**config.mk**
```make
export PLATFORM = sky130hd
export DESIGN_NAME = slave_resume_signal_gen_flat
export DESIGN_NICKNAME = d
export VERILOG_FILES = /design/src/rtl/slave_resume_signal_gen_if.sv /design/src/rtl/slave_resume_signal_gen.sv /design/src/flat_wrapper.sv
export SDC_FILE = /design/constraint.sdc
export NUM_CORES = 1
export LEC_CHECK = 0
export CORE_MARGIN = 3
export CORE_UTILIZATION = 55
export CTS_BUF_LIST = sky130_fd_sc_hd__clkbuf_2
export CTS_CLUSTER_SIZE = 40
export DETAILED_ROUTE_END_ITERATION = 10
export PLACE_DENSITY = 0.83
export SYNTH_ARGS = -nofsm -noshare
export SYNTH_HDL_FRONTEND = slang
export SYNTH_SLANG_ARGS = --single-unit
```
**constraint.sdc**
```tcl
create_clock -name clk -period 2.7 [get_ports clk]
set_input_delay 0.54 -clock clk [delete_from_list [all_inputs] [get_ports clk]]
set_output_delay 0.54 -clock clk [all_outputs]
set_load 0.03 [all_outputs]
```
**src/rtl/slave_resume_signal_gen_if.sv**
```systemverilog
// -----------------------------------------------------------------------------
// slave_resume_signal_gen_if
// Bundles the control and line signals of the remote-wakeup (resume) generator.
//   slave  modport : the generator itself (qualifiers, request, line state and
//                    grant in; TX request, output enable, line drive, status out)
//   master modport : the surrounding slave control / TX arbiter side
// Line encoding on lineStateIn / txLineOut: 00 SE0, 01 J, 10 K, 11 SE1.
// -----------------------------------------------------------------------------
interface slave_resume_signal_gen_if;
    logic       suspendedIn;
    logic       remoteWakeEnIn;
    logic       wakeReqIn;
    logic [1:0] lineStateIn;
    logic       txGntIn;
    logic       txReqOut;
    logic       txOEOut;
    logic [1:0] txLineOut;
    logic       busyOut;
    logic       resumeDoneOut;
    logic       abortOut;

    modport slave (
        input  suspendedIn, remoteWakeEnIn, wakeReqIn, lineStateIn, txGntIn,
        output txReqOut, txOEOut, txLineOut, busyOut, resumeDoneOut, abortOut
    );

    modport master (
        output suspendedIn, remoteWakeEnIn, wakeReqIn, lineStateIn, txGntIn,
        input  txReqOut, txOEOut, txLineOut, busyOut, resumeDoneOut, abortOut
    );
endinterface

```
**src/rtl/slave_resume_signal_gen.sv**
```systemverilog
// -----------------------------------------------------------------------------
// slave_resume_signal_gen
// USB device remote-wakeup generator. On a qualified request while suspended it
// waits for IDLE_CYCLES consecutive J cycles, requests the line from the TX
// arbiter, drives K for RESUME_CYCLES cycles, then releases the line.
// Ports:
//   clk  - system clock
//   rst  - synchronous, active-high reset
//   bus  - slave_resume_signal_gen_if.slave (qualifiers, request, line state,
//          grant in; txReqOut/txOEOut/txLineOut/busyOut decoded from state;
//          resumeDoneOut/abortOut registered one-cycle pulses)
// -----------------------------------------------------------------------------
module slave_resume_signal_gen #(
    parameter int unsigned IDLE_CYCLES   = 240000,
    parameter int unsigned RESUME_CYCLES = 96000
) (
    input  logic                      clk,
    input  logic                      rst,
    slave_resume_signal_gen_if.slave  bus
);

    localparam logic [1:0]  LINE_J      = 2'b01;
    localparam logic [1:0]  LINE_K      = 2'b10;
    localparam logic [23:0] IDLE_LAST   = 24'(IDLE_CYCLES - 1);
    localparam logic [23:0] RESUME_LAST = 24'(RESUME_CYCLES - 1);

    typedef enum logic [2:0] {
        IDLE      = 3'd0,
        WAIT_IDLE = 3'd1,
        REQ       = 3'd2,
        DRIVE_K   = 3'd3,
        RELEASE   = 3'd4
    } state_t;

    state_t      stateR;
    state_t      stateNextS;
    logic [23:0] cntR;
    logic [23:0] cntNextS;
    logic        doneR;
    logic        doneNextS;
    logic        abortR;
    logic        abortNextS;

    // State, shared counter and pulse registers.
    always_ff @(posedge clk) begin
        if (rst) begin
            stateR <= IDLE;
            cntR   <= 24'd0;
            doneR  <= 1'b0;
            abortR <= 1'b0;
        end else begin
            stateR <= stateNextS;
            cntR   <= cntNextS;
            doneR  <= doneNextS;
            abortR <= abortNextS;
        end
    end

    // Next-state, counter and pulse decode. The counter is reused: it counts
    // consecutive J cycles in WAIT_IDLE and K cycles in DRIVE_K.
    always_comb begin
        stateNextS = stateR;
        cntNextS   = cntR;
        doneNextS  = 1'b0;
        abortNextS = 1'b0;
        case (stateR)
            IDLE: begin
                cntNextS = 24'd0;
                if (bus.wakeReqIn && bus.suspendedIn && bus.remoteWakeEnIn) begin
                    stateNextS = WAIT_IDLE;
                end else begin
                    stateNextS = IDLE;
                end
            end
            WAIT_IDLE: begin
                // A host resume takes priority over completing the idle count.
                if (!bus.suspendedIn) begin
                    stateNextS = IDLE;
                    cntNextS   = 24'd0;
                    abortNextS = 1'b1;
                end else if (bus.lineStateIn == LINE_J) begin
                    if (cntR == IDLE_LAST) begin
                        stateNextS = REQ;
                        cntNextS   = 24'd0;
                    end else begin
                        cntNextS = cntR + 24'd1;
                    end
                end else begin
                    cntNextS = 24'd0;
                end
            end
            REQ: begin
                // Abort beats a grant arriving on the same cycle.
                if (!bus.suspendedIn) begin
                    stateNextS = IDLE;
                    cntNextS   = 24'd0;
                    abortNextS = 1'b1;
                end else if (bus.txGntIn) begin
                    stateNextS = DRIVE_K;
                    cntNextS   = 24'd0;
                end else begin
                    stateNextS = REQ;
                end
            end
            DRIVE_K: begin
                // Grant or suspend drops are deliberately ignored: once K has
                // started it always runs for the full duration.
                if (cntR == RESUME_LAST) begin
                    stateNextS = RELEASE;
                    cntNextS   = 24'd0;
                    doneNextS  = 1'b1;
                end else begin
                    cntNextS = cntR + 24'd1;
                end
            end
            RELEASE: begin
                stateNextS = IDLE;
                cntNextS   = 24'd0;
            end
            default: begin
                stateNextS = IDLE;
                cntNextS   = 24'd0;
            end
        endcase
    end

    assign bus.txReqOut      = (stateR == REQ) || (stateR == DRIVE_K);
    assign bus.txOEOut       = (stateR == DRIVE_K);
    assign bus.txLineOut     = (stateR == DRIVE_K) ? LINE_K : LINE_J;
    assign bus.busyOut       = (stateR != IDLE);
    assign bus.resumeDoneOut = doneR;
    assign bus.abortOut      = abortR;

endmodule

```
**src/flat_wrapper.sv**
```systemverilog
// flat-port wrapper written by rule: the top's interface ports become plain ports
module slave_resume_signal_gen_flat 
#(
    parameter int unsigned IDLE_CYCLES   = 240000,
    parameter int unsigned RESUME_CYCLES = 96000
)
  (clk, rst, bus_suspendedIn, bus_remoteWakeEnIn, bus_wakeReqIn, bus_lineStateIn, bus_txGntIn, bus_txReqOut, bus_txOEOut, bus_txLineOut, bus_busyOut, bus_resumeDoneOut, bus_abortOut);
  slave_resume_signal_gen_if bus_i ();
  input  logic clk;
  input  logic rst;
  input wire logic [$bits(bus_i.suspendedIn)-1:0] bus_suspendedIn;
  input wire logic [$bits(bus_i.remoteWakeEnIn)-1:0] bus_remoteWakeEnIn;
  input wire logic [$bits(bus_i.wakeReqIn)-1:0] bus_wakeReqIn;
  input wire logic [$bits(bus_i.lineStateIn)-1:0] bus_lineStateIn;
  input wire logic [$bits(bus_i.txGntIn)-1:0] bus_txGntIn;
  output wire logic [$bits(bus_i.txReqOut)-1:0] bus_txReqOut;
  output wire logic [$bits(bus_i.txOEOut)-1:0] bus_txOEOut;
  output wire logic [$bits(bus_i.txLineOut)-1:0] bus_txLineOut;
  output wire logic [$bits(bus_i.busyOut)-1:0] bus_busyOut;
  output wire logic [$bits(bus_i.resumeDoneOut)-1:0] bus_resumeDoneOut;
  output wire logic [$bits(bus_i.abortOut)-1:0] bus_abortOut;
  assign bus_i.suspendedIn = bus_suspendedIn;
  assign bus_i.remoteWakeEnIn = bus_remoteWakeEnIn;
  assign bus_i.wakeReqIn = bus_wakeReqIn;
  assign bus_i.lineStateIn = bus_lineStateIn;
  assign bus_i.txGntIn = bus_txGntIn;
  assign bus_txReqOut = bus_i.txReqOut;
  assign bus_txOEOut = bus_i.txOEOut;
  assign bus_txLineOut = bus_i.txLineOut;
  assign bus_busyOut = bus_i.busyOut;
  assign bus_resumeDoneOut = bus_i.resumeDoneOut;
  assign bus_abortOut = bus_i.abortOut;
  slave_resume_signal_gen #(.IDLE_CYCLES(IDLE_CYCLES), .RESUME_CYCLES(RESUME_CYCLES)) u_core (.clk(clk), .rst(rst), .bus(bus_i));
endmodule
```
==> results of run 1 <==
-- power by group through the flow --
stage               clock [uW]  sequential [uW]  combinational [uW]
floorplan                    0              439                15.9
CTS                        226              431                32.0
global route               245              432                34.9
global placement             0              441                31.0
finish                     220              431                32.2
detailed placement           0              441                31.9
-- worst paths after layout --
path / startpoint / endpoint / slack, ns / cells past startpoint
max reg2reg: u_core.cntR[0] / u_core.cntR[16] / 0.20 / 7
max: u_core.stateR[1] / bus_txOEOut / 0.17 / 4
min: u_core.stateR[2] / u_core.bus.abortOut / 0.51 / 1
min reg2reg: u_core.stateR[2] / u_core.bus.abortOut / 0.51 / 1
-- cells in the final DEF (no fill, tap or decap), drive strengths merged, types with 2 or more instances in the layout --
cell	instances
dfxtp	29
nor2	23
nand2	22
clkdlybuf4s50	14
nand3	13
a31oi	11
and3	10
nor3	8
clkbuf	8
o21ai	7
xnor2	6
xor2	6
a21oi	6
inv	5
nand4	5
nor4	4
buf	4
and2	3
or3	2
nand2b	2
nand4b	2
a211oi	2
a22oi	2
-- state kept, by name, summed over array words and instances, names as in the netlist --
| register | cells |
|---|---|
| u_core.bus.resumeDoneOut | 1 |
| u_core.cntR | 24 |
| u_core.stateR | 3 |
| u_core.bus.abortOut | 1 |
-- cell families (layout without fill, tap and decap cells) --
group	after synthesis	in the layout
xor gates and xnor gates	12	12
buffers and inverters	12	31
and+or+nand+nor	101	101
DFF	29	29
adders and majority gates	1	1
AOI/OAI and AO/OA	35	35
-- layer usage --
metal | vias to the layer above | GRT usage | part of all wire
met1 | 686 | 0.279 | 0.42
met4 | 0 | 0.0861 | 0.017
met2 | 44 | 0.378 | 0.49
met3 | 8 | 0.0592 | 0.070
met5 | - | 0 | 0
li1 | 722 | - | -
-- through the flow --
stage / cell area, um2 / worst slack [ns] / power [uW]
5_1_grt: 1720 / 0.0541 / 712
3_3_place_gp: 1680 / 0.198 / 472
3_5_place_dp: 1680 / 0.0996 / 472
6_report: 1720 / 0.166 / 684
2_1_floorplan: 1510 / 0.475 / 455
4_1_cts: 1720 / 0.165 / 689
-- critical path, stage by stage, from the launching register on --
cell	delay (ns)
dfxtp_1	0.51
and2b_1	0.24
nand2_2	0.12
inv_1	0.10
clkdlybuf4s50_1	0.67
-- area by class of cell --
class,instances,area [um2],share of cell area
Clock buffer,8,40.0,0.0233
Inverter,5,18.8,0.0109
Multi-Input combinational cell,149,871,0.507
Sequential cell,29,581,0.338
Tap cell,30,37.5,0.0218
Timing Repair Buffer,18,170,0.0991
==> qor.txt, run 1 <==
Outcome -> complete, no violations
Synth Area in Simple Gates -> 0.342
Port bufs -> 14
Count of cell types in the netlist -> 41
Clock Latency Late Sink -> 0.36 ns
Clk sinks -> 29
Adder-cell share of the synthesized area -> 0.00830
Final Net Count -> 217
RSZ-0062 raised after global routing -> no
DR WL/cell -> 14.7 um
RD Place Congestion -> 0.920
Die Footprint -> 3410 um2
Critical Path Fanout Max -> 9
CP Capture Type -> output port
Arrival @ worst endpoint -> 1.99 ns
Pre-Repair DR Iteration Count -> 4
I/O pin cnt -> 15
Max Fclk -> 395 MHz
Inserted Diodes -> 0
Slew @ Worst Pin -> 0.401 ns
Synthesis Warnings -> 0
Die X -> 58.4 um
Count leader, synth -> dfxtp_1
Largest net degree at the start of global routing -> 16
Fillcell total -> 214
Worst hold path type -> reg -> reg
Most used DFF post-synth -> dfxtp_1
Share of layout cells above drive strength 1 -> 0.0813
Sw Share -> 0.235
Placeable Area -> 2540 um2
Largest family of logic cells by synthesized area -> simple AND/OR/NAND/NOR gates
Mean Syn Cell Area -> 7.94 um2
Number of H-tree levels -> 2
Post-CTS sizing -> 0
Max Clock Skew -> 0.0186 ns
DRC viols -> 0
Complex-gate fraction of the synthesized area -> 0.158
Setup violators final -> 0
Mux contribution to synthesized area -> 0
P per Cell Area -> 398 nW/um2
Share of the synthesized area in the top cell type -> 0.385
CTS tree -> yes
Clk pwr share -> 0.322
Initial Utilization -> 0.592
Comb pwr share -> 0.047
Critical Path RT -> 2.16 ns
Via Count -> 1460
VDD IR max -> 0.000314 V
GRT Util Overall -> 0.227
Die height -> 58.4 um
MaxCap Viol Count -> 0
Tcrit/Tclk final -> 0.939
Sequential cell area fraction in the yosys report -> 0.385
Number of buffers created by CTS -> 5
Number of enable flip-flop cells after synthesis -> 0
WL final -> 3.52 mm
Clock Tree Root -> clkbuf_2
Initial DRC Count -> 94
Placed cells -> 231
Post-CTS Hold Buffers -> 0
Final worst path period need -> 2.53 ns
Top cells by area, synth -> dfxtp_1, nor2_1, nand2_1
Final Hold Vio Count -> 0
Post-synthesis xor/xnor area fraction -> 0.0697
Synth top cells by count -> dfxtp_1, nor2_1, nand2_1, nand3_1, a31oi_1
Vias in the first global route -> 1373
Switching power -> 161 uW
Share of power burned in registers -> 0.631
Post-route insts no fill -> 239
Synth Cell Area -> 1510 um2
Congestion Overflow GR -> 0
CTS clk-pin slew, worst paths -> 0.15 ns
Largest buffer count on any clock path -> 2
Number of antenna violations at the first check in global routing -> 0
Yosys reg bits -> 29
First-pass GRT wire length -> 5.93 mm
Post-synth ARST share -> 0
Synthesis-to-finish area growth -> 13.9%
Pleak -> 0.000608 uW
Slew Limit Fails -> 0
Setup CP Type -> reg -> out
# rows -> 18
Setup_tns -> 0 ns
Internal Pwr Total -> 523 uW
Postcts setup bufs -> 0
Cells after synthesis -> 190
Layout Utilization -> 0.675
Fin Hold WS -> 0.511 ns
Dpl hpwl -> 2.64 mm
Synth area leader -> dfxtp_1
Antenna Nets Post-Route -> 0
Vias/cell -> 6.11
Post-Syn Nets -> 199
CP startpoint kind -> register
Worst rel slew slack -> 0.730
No activity file was read; power rests on OpenSTA's default activity.
==> run 2, diff against run 1 <==
--- a/config.mk
+++ b/config.mk
@@ -6,11 +6,11 @@
 export NUM_CORES = 1
 export LEC_CHECK = 0
 export CORE_MARGIN = 3
-export CORE_UTILIZATION = 55
+export CORE_UTILIZATION = 35
 export CTS_BUF_LIST = sky130_fd_sc_hd__clkbuf_2
 export CTS_CLUSTER_SIZE = 40
 export DETAILED_ROUTE_END_ITERATION = 10
-export PLACE_DENSITY = 0.83
+export PLACE_DENSITY = 0.59
 export SYNTH_ARGS = -nofsm -noshare
 export SYNTH_HDL_FRONTEND = slang
 export SYNTH_SLANG_ARGS = --single-unit
==> qor.txt, run 2 (synthesized netlist as in run 1, its figures left out) <==
WL final -> 3.49 mm (was 3.52 mm)
Reg-to-reg critical path startpoint -> u_core.cntR[0] (unchanged)
Pre-Repair DR Iteration Count -> 4 (unchanged)
CP Capture Type -> output port (unchanged)
CTS tree -> yes (unchanged)
Largest register FFs -> 24 (unchanged)
Synthesis-to-finish area growth -> 16.9% (was 13.9%)
Setup CP Type -> reg -> out (unchanged)
Critical path cell sequence -> and2b_1 -> nand2_2 -> inv_1 -> clkdlybuf4s50_1 (unchanged)
Slew Limit Fails -> 0 (unchanged)
First-pass GRT wire length -> 6.10 mm (was 5.93 mm)
CP startpoint kind -> register (unchanged)
Initial Utilization -> 0.369 (was 0.592)
Placeable Area -> 4090 um2 (was 2540 um2)
Worst rel slew slack -> 0.639 (was 0.730)
Biggest register -> u_core.cntR (unchanged)
Tcrit/Tclk final -> 0.935 (was 0.939)
Largest net degree at the start of global routing -> 16 (unchanged)
Setup_tns -> 0 ns (unchanged)
P per Cell Area -> 383 nW/um2 (was 398 nW/um2)
Critical Path RT -> 2.16 ns (about the same)
Max Clock Skew -> 0.0120 ns (was 0.0186 ns)
Internal Pwr Total -> 504 uW (was 523 uW)
Dpl hpwl -> 2.59 mm (was 2.64 mm)
Slew @ Worst Pin -> 0.537 ns (was 0.401 ns)
Commonest non-fill, non-tap cell in the layout -> dfxtp_1 (unchanged)
Multi-input logic area -> 871 um2 (unchanged)
Fillcell total -> 420 (was 214)
Met3 Track Usage GR -> 0.0407 (was 0.0592)
Share of layout cells above drive strength 1 -> 0.0849 (was 0.0813)
Initial DRC Count -> 99 (was 94)
Min-delay src -> u_core.cntR[23] (was u_core.stateR[2])
Clk sinks -> 29 (unchanged)
VDD IR max -> 0.000166 V (was 0.000314 V)
Post-CTS Hold Buffers -> 0 (unchanged)
Layout Utilization -> 0.431 (was 0.675)
Final Net Count -> 220 (was 217)
Share of power burned in registers -> 0.639 (was 0.631)
Final worst path period need -> 2.52 ns (was 2.53 ns)
Sw Share -> 0.254 (was 0.235)
Met2 GRT Util -> 0.220 (was 0.378)
Worst hold path type -> reg -> reg (unchanged)
I/O pin cnt -> 15 (unchanged)
Setup slack after layout -> 0.176 ns (was 0.166 ns)
MaxCap Viol Count -> 0 (unchanged)
Clock Latency Late Sink -> 0.37 ns (was 0.36 ns)
Switching power -> 171 uW (was 161 uW)
Max Fclk -> 396 MHz (was 395 MHz)
Vias in the first global route -> 1325 (was 1373)
Biggest regs -> u_core.cntR (24), u_core.stateR (3) (unchanged)
Post-CTS sizing -> 0 (unchanged)
Pre-CTS WS -> 0.192 ns (was 0.0996 ns)
FF/Latch Area -> 581 um2 (unchanged)
DR WL/cell -> 13.3 um (was 14.7 um)
Commonest non-fill, non-tap cells in the layout -> dfxtp_1, nor2_1, nand2_1 (unchanged)
Die X -> 71.6 um (was 58.4 um)
Critical Path Source -> u_core.stateR[1] (unchanged)
RD Place Congestion -> 0.847 (was 0.920)
Postcts setup bufs -> 0 (unchanged)
Clock Tree Root -> clkbuf_2 (unchanged)
Comb pwr share -> 0.048 (was 0.047)
Pleak -> 0.000617 uW (was 0.000608 uW)
GRT Util Overall -> 0.152 (was 0.227)
Port bufs -> 14 (unchanged)
Arrival @ worst endpoint -> 1.98 ns (was 1.99 ns)
Antenna Nets Post-Route -> 0 (unchanged)
Inserted Diodes -> 0 (unchanged)
Number of H-tree levels -> 2 (unchanged)
RSZ-0062 raised after global routing -> no (unchanged)
Outcome -> complete, no violations (unchanged)
Final Hold Vio Count -> 0 (unchanged)
Setup violators final -> 0 (unchanged)
# rows -> 23 (was 18)
Number of buffers created by CTS -> 5 (unchanged)
Critical Path Fanout Max -> 9 (unchanged)
Fin Hold WS -> 0.495 ns (was 0.511 ns)
CTS clk-pin slew, worst paths -> 0.15 ns (about the same)
DRC viols -> 0 (unchanged)
Die height -> 71.6 um (was 58.4 um)
Largest buffer count on any clock path -> 2 (unchanged)
Number of antenna violations at the first check in global routing -> 0 (unchanged)
Congestion Overflow GR -> 0 (unchanged)
CP max stage delay -> 0.66 ns (was 0.67 ns)
Clk pwr share -> 0.313 (was 0.322)
Via Count -> 1414 (was 1460)
Met1 Usage GRT -> 0.209 (was 0.279)
Layer with the highest usage -> met2 (unchanged)
Vias/cell -> 5.40 (was 6.11)
Die Footprint -> 5130 um2 (was 3410 um2)
Crit-path slowest cell -> clkdlybuf4s50_1 (unchanged)
## run 2: cell count changes in the layout (fill, tap and decap cells not counted), sizes merged
cell | before | now
buf | 4 | 7
clkinv | 0 | 3
clkbuf | 8 | 5
## run 2: cell type report
type                       count  share of cell area
multi-input combinational    149               0.494
sequential                    29               0.329
timing repair buffer          21               0.109
tap                           50              0.0355
clock buffer                   5              0.0142
inverter                       5              0.0106
clock inverter                 3             0.00710
## run 2: final timing paths
| kind | endpoint | cells past startpoint | slack, ns |
|---|---|---|---|
| max | bus_txLineOut[1] | 4 | 0.18 |
| min | u_core.cntR[23] | 1 | 0.50 |
| max reg2reg | u_core.cntR[16] | 7 | 0.24 |
| min reg2reg | u_core.cntR[23] | 1 | 0.50 |
## run 2: per-stage QoR
stage          std cells  total power, uW  area, um2
2_1_floorplan        190              455       1510
3_3_place_gp         254              474       1730
3_5_place_dp         254              473       1730
4_1_cts              262              685       1760
5_1_grt              262              704       1760
6_report             262              675       1760
## run 2: power by group through the flow
stage               Combinational, uW  Clock (uW)  Sequential [uW]
floorplan                        15.9           0              439
global placement                 33.0           0              441
detailed placement               32.7           0              441
CTS                              32.8         220              432
global route                     35.9         236              432
finish                           32.6         211              431
## run 2: worst max-delay path: cells and delay by family, from the launching register on
| family | cells | cell delay [ns] |
|---|---|---|
| buffers and inverters | 2 | 0.75 |
| AND/OR/NAND/NOR | 2 | 0.36 |
| flip-flops | 1 | 0.50 |
## run 2: layer usage
| layer | vias up | wire length, um |
|---|---|---|
| li1 | 732 | - |
| met3 | 9 | 179 |
| met5 | - | 0 |
| met4 | 0 | 75 |
| met1 | 640 | 1750 |
| met2 | 33 | 1490 |
==> run 3, diff against run 2 <==
--- a/config.mk
+++ b/config.mk
@@ -7,7 +7,7 @@
 export LEC_CHECK = 0
 export CORE_MARGIN = 3
 export CORE_UTILIZATION = 35
-export CTS_BUF_LIST = sky130_fd_sc_hd__clkbuf_2
+export CTS_BUF_LIST = sky130_fd_sc_hd__clkbuf_4 sky130_fd_sc_hd__clkbuf_8
 export CTS_CLUSTER_SIZE = 40
 export DETAILED_ROUTE_END_ITERATION = 10
 export PLACE_DENSITY = 0.59
==> qor.txt, run 3 (synthesized netlist as in run 1, its figures left out) <==
Outcome -> complete, no violations (unchanged)
Port bufs -> 14 (unchanged)
Number of H-tree levels -> 2 (unchanged)
Pre-Repair DR Iteration Count -> 4 (unchanged)
Internal Pwr Total -> 677 uW (was 504 uW)
CP delay by family, top -> simple AND/OR/NAND/NOR gates (was buffers and inverters)
Synthesis-to-finish area growth -> 21.2% (was 16.9%)
P per Cell Area -> 468 nW/um2 (was 383 nW/um2)
Biggest register -> u_core.cntR (unchanged)
Fillcell total -> 413 (was 420)
Slew @ Worst Pin -> 0.527 ns (was 0.537 ns)
Largest register FFs -> 24 (unchanged)
Worst hold path type -> reg -> reg (unchanged)
Multi-input logic area -> 871 um2 (unchanged)
Via Count -> 1402 (was 1414)
WL final -> 3.49 mm (about the same)
Vias/cell -> 5.35 (was 5.40)
Postcts setup bufs -> 0 (unchanged)
Final worst path period need -> 2.46 ns (was 2.52 ns)
Clk pwr share -> 0.458 (was 0.313)
Setup_tns -> 0 ns (unchanged)
Clk sinks -> 29 (unchanged)
CTS tree -> yes (unchanged)
Antenna Nets Post-Route -> 0 (unchanged)
Total power -> 855 uW (was 675 uW)
Pleak -> 0.000643 uW (was 0.000617 uW)
Share of power burned in registers -> 0.504 (was 0.639)
Initial DRC Count -> 82 (was 99)
Setup violators final -> 0 (unchanged)
Commonest non-fill, non-tap cells in the layout -> dfxtp_1, nor2_1, nand2_1 (unchanged)
GRT Util Overall -> 0.151 (was 0.152)
RD Place Congestion -> 0.847 (unchanged)
Number of antenna violations at the first check in global routing -> 0 (unchanged)
Final Instance Area -> 1830 um2 (was 1760 um2)
RSZ-0062 raised after global routing -> no (unchanged)
Switching power -> 179 uW (was 171 uW)
First-pass GRT wire length -> 6.10 mm (unchanged)
Commonest non-fill, non-tap cell in the layout -> dfxtp_1 (unchanged)
Worst rel slew slack -> 0.645 (was 0.639)
# rows -> 23 (unchanged)
Biggest regs -> u_core.cntR (24), u_core.stateR (3) (unchanged)
Post-CTS sizing -> 0 (unchanged)
Clock Latency Late Sink -> 0.28 ns (was 0.37 ns)
Setup CP Type -> reg -> reg (was reg -> out)
Largest net degree at the start of global routing -> 16 (unchanged)
Worst R2R Setup Slack -> 0.24 ns (about the same)
Die X -> 71.6 um (unchanged)
Critical Path Fanout Max -> 15 (was 9)
DRC viols -> 0 (unchanged)
Die height -> 71.6 um (unchanged)
Clock Tree Root -> clkbuf_8 (was clkbuf_2)
Crit-path slowest cell -> or4_4 (was clkdlybuf4s50_1)
Final Net Count -> 220 (unchanged)
Post-CTS Hold Buffers -> 0 (unchanged)
CP Capture Type -> register (was output port)
Comb pwr share -> 0.038 (was 0.048)
CTS clk-pin slew, worst paths -> 0.06 ns (was 0.15 ns)
Share of layout cells above drive strength 1 -> 0.0943 (was 0.0849)
Initial Utilization -> 0.369 (unchanged)
Inserted Diodes -> 0 (unchanged)
Sw Share -> 0.209 (was 0.254)
Largest buffer count on any clock path -> 2 (unchanged)
Final Hold Vio Count -> 0 (unchanged)
I/O pin cnt -> 15 (unchanged)
MaxCap Viol Count -> 0 (unchanged)
Placed cells -> 254 (unchanged)
Dpl hpwl -> 2.59 mm (unchanged)
Max Fclk -> 407 MHz (was 396 MHz)
Dpl cell area -> 1730 um2 (unchanged)
Slew Limit Fails -> 0 (unchanged)
CP most frequent cell -> and3_1
Critical path cell sequence -> ha_1 -> and3_1 -> nand4_1 -> or4_4 -> a32o_2 -> and3_1 -> a221o_1 (was and2b_1 -> nand2_2 -> inv_1 -> clkdlybuf4s50_1)
CP max stage delay -> 0.53 ns (was 0.66 ns)
Critical Path RT -> 2.87 ns (was 2.16 ns)
DR WL/cell -> 13.3 um (about the same)
Post-route insts no fill -> 262 (unchanged)
FF/Latch Area -> 581 um2 (unchanged)
Arrival @ worst endpoint -> 2.63 ns (was 1.98 ns)
Tcrit/Tclk final -> 0.911 (was 0.935)
Die Footprint -> 5130 um2 (unchanged)
Number of buffers created by CTS -> 5 (unchanged)
WP buf/inv -> 0 (was 2)
Vias in the first global route -> 1316 (was 1325)
Congestion Overflow GR -> 0 (unchanged)
CP startpoint kind -> register (unchanged)
Max Clock Skew -> 0.00456 ns (was 0.0120 ns)
Placeable Area -> 4090 um2 (unchanged)
VDD IR max -> 0.000313 V (was 0.000166 V)
## run 3: cell count changes in the layout (fill, tap and decap cells not counted), sizes merged
cell,change
clkbuf,+2
clkinv,-2
## run 3: cell type report
type / instances / share of cell area
multi-input cells: 149 / 0.477
flip-flops and latches: 29 / 0.318
repair buffers: 21 / 0.105
clock buffers: 7 / 0.0527
well taps: 50 / 0.0342
inverters: 5 / 0.0103
clock inverters: 1 / 0.00274
## run 3: power groups by stage
stage                     logic [uW]  registers (uW)  clock network [uW]
final                           32.6             431                 392
after global placement          33.0             441                   0
after floorplan                 15.9             439                   0
after global routing            35.9             431                 422
after detailed placement        32.7             441                   0
after CTS                       32.8             431                 407
## run 3: stage by stage
stage	utilization	hold slack, ns	worst slack [ns]
3_5_place_dp	0.422	0.463	0.192
2_1_floorplan	-	0.439	0.475
5_1_grt	0.447	0.512	0.127
6_report	0.447	0.476	0.241
4_1_cts	0.447	0.477	0.262
3_3_place_gp	0.422	0.453	0.245
## run 3: layer usage
metal,part of all wire,global-route usage,up-vias
met4,0.017,0.0626,0
met2,0.44,0.219,32
li1,-,-,730
met1,0.50,0.211,633
met5,0,0,-
met3,0.044,0.0407,7
## run 3: final timing paths
| path | endpoint | start | depth (start not counted) |
|---|---|---|---|
| worst max register to register | u_core.cntR[16] | u_core.cntR[0] | 7 |
| worst min register to register | u_core.cntR[23] | u_core.cntR[23] | 1 |
| worst max-delay path | u_core.cntR[16] | u_core.cntR[0] | 7 |
| worst min-delay path | u_core.cntR[23] | u_core.cntR[23] | 1 |
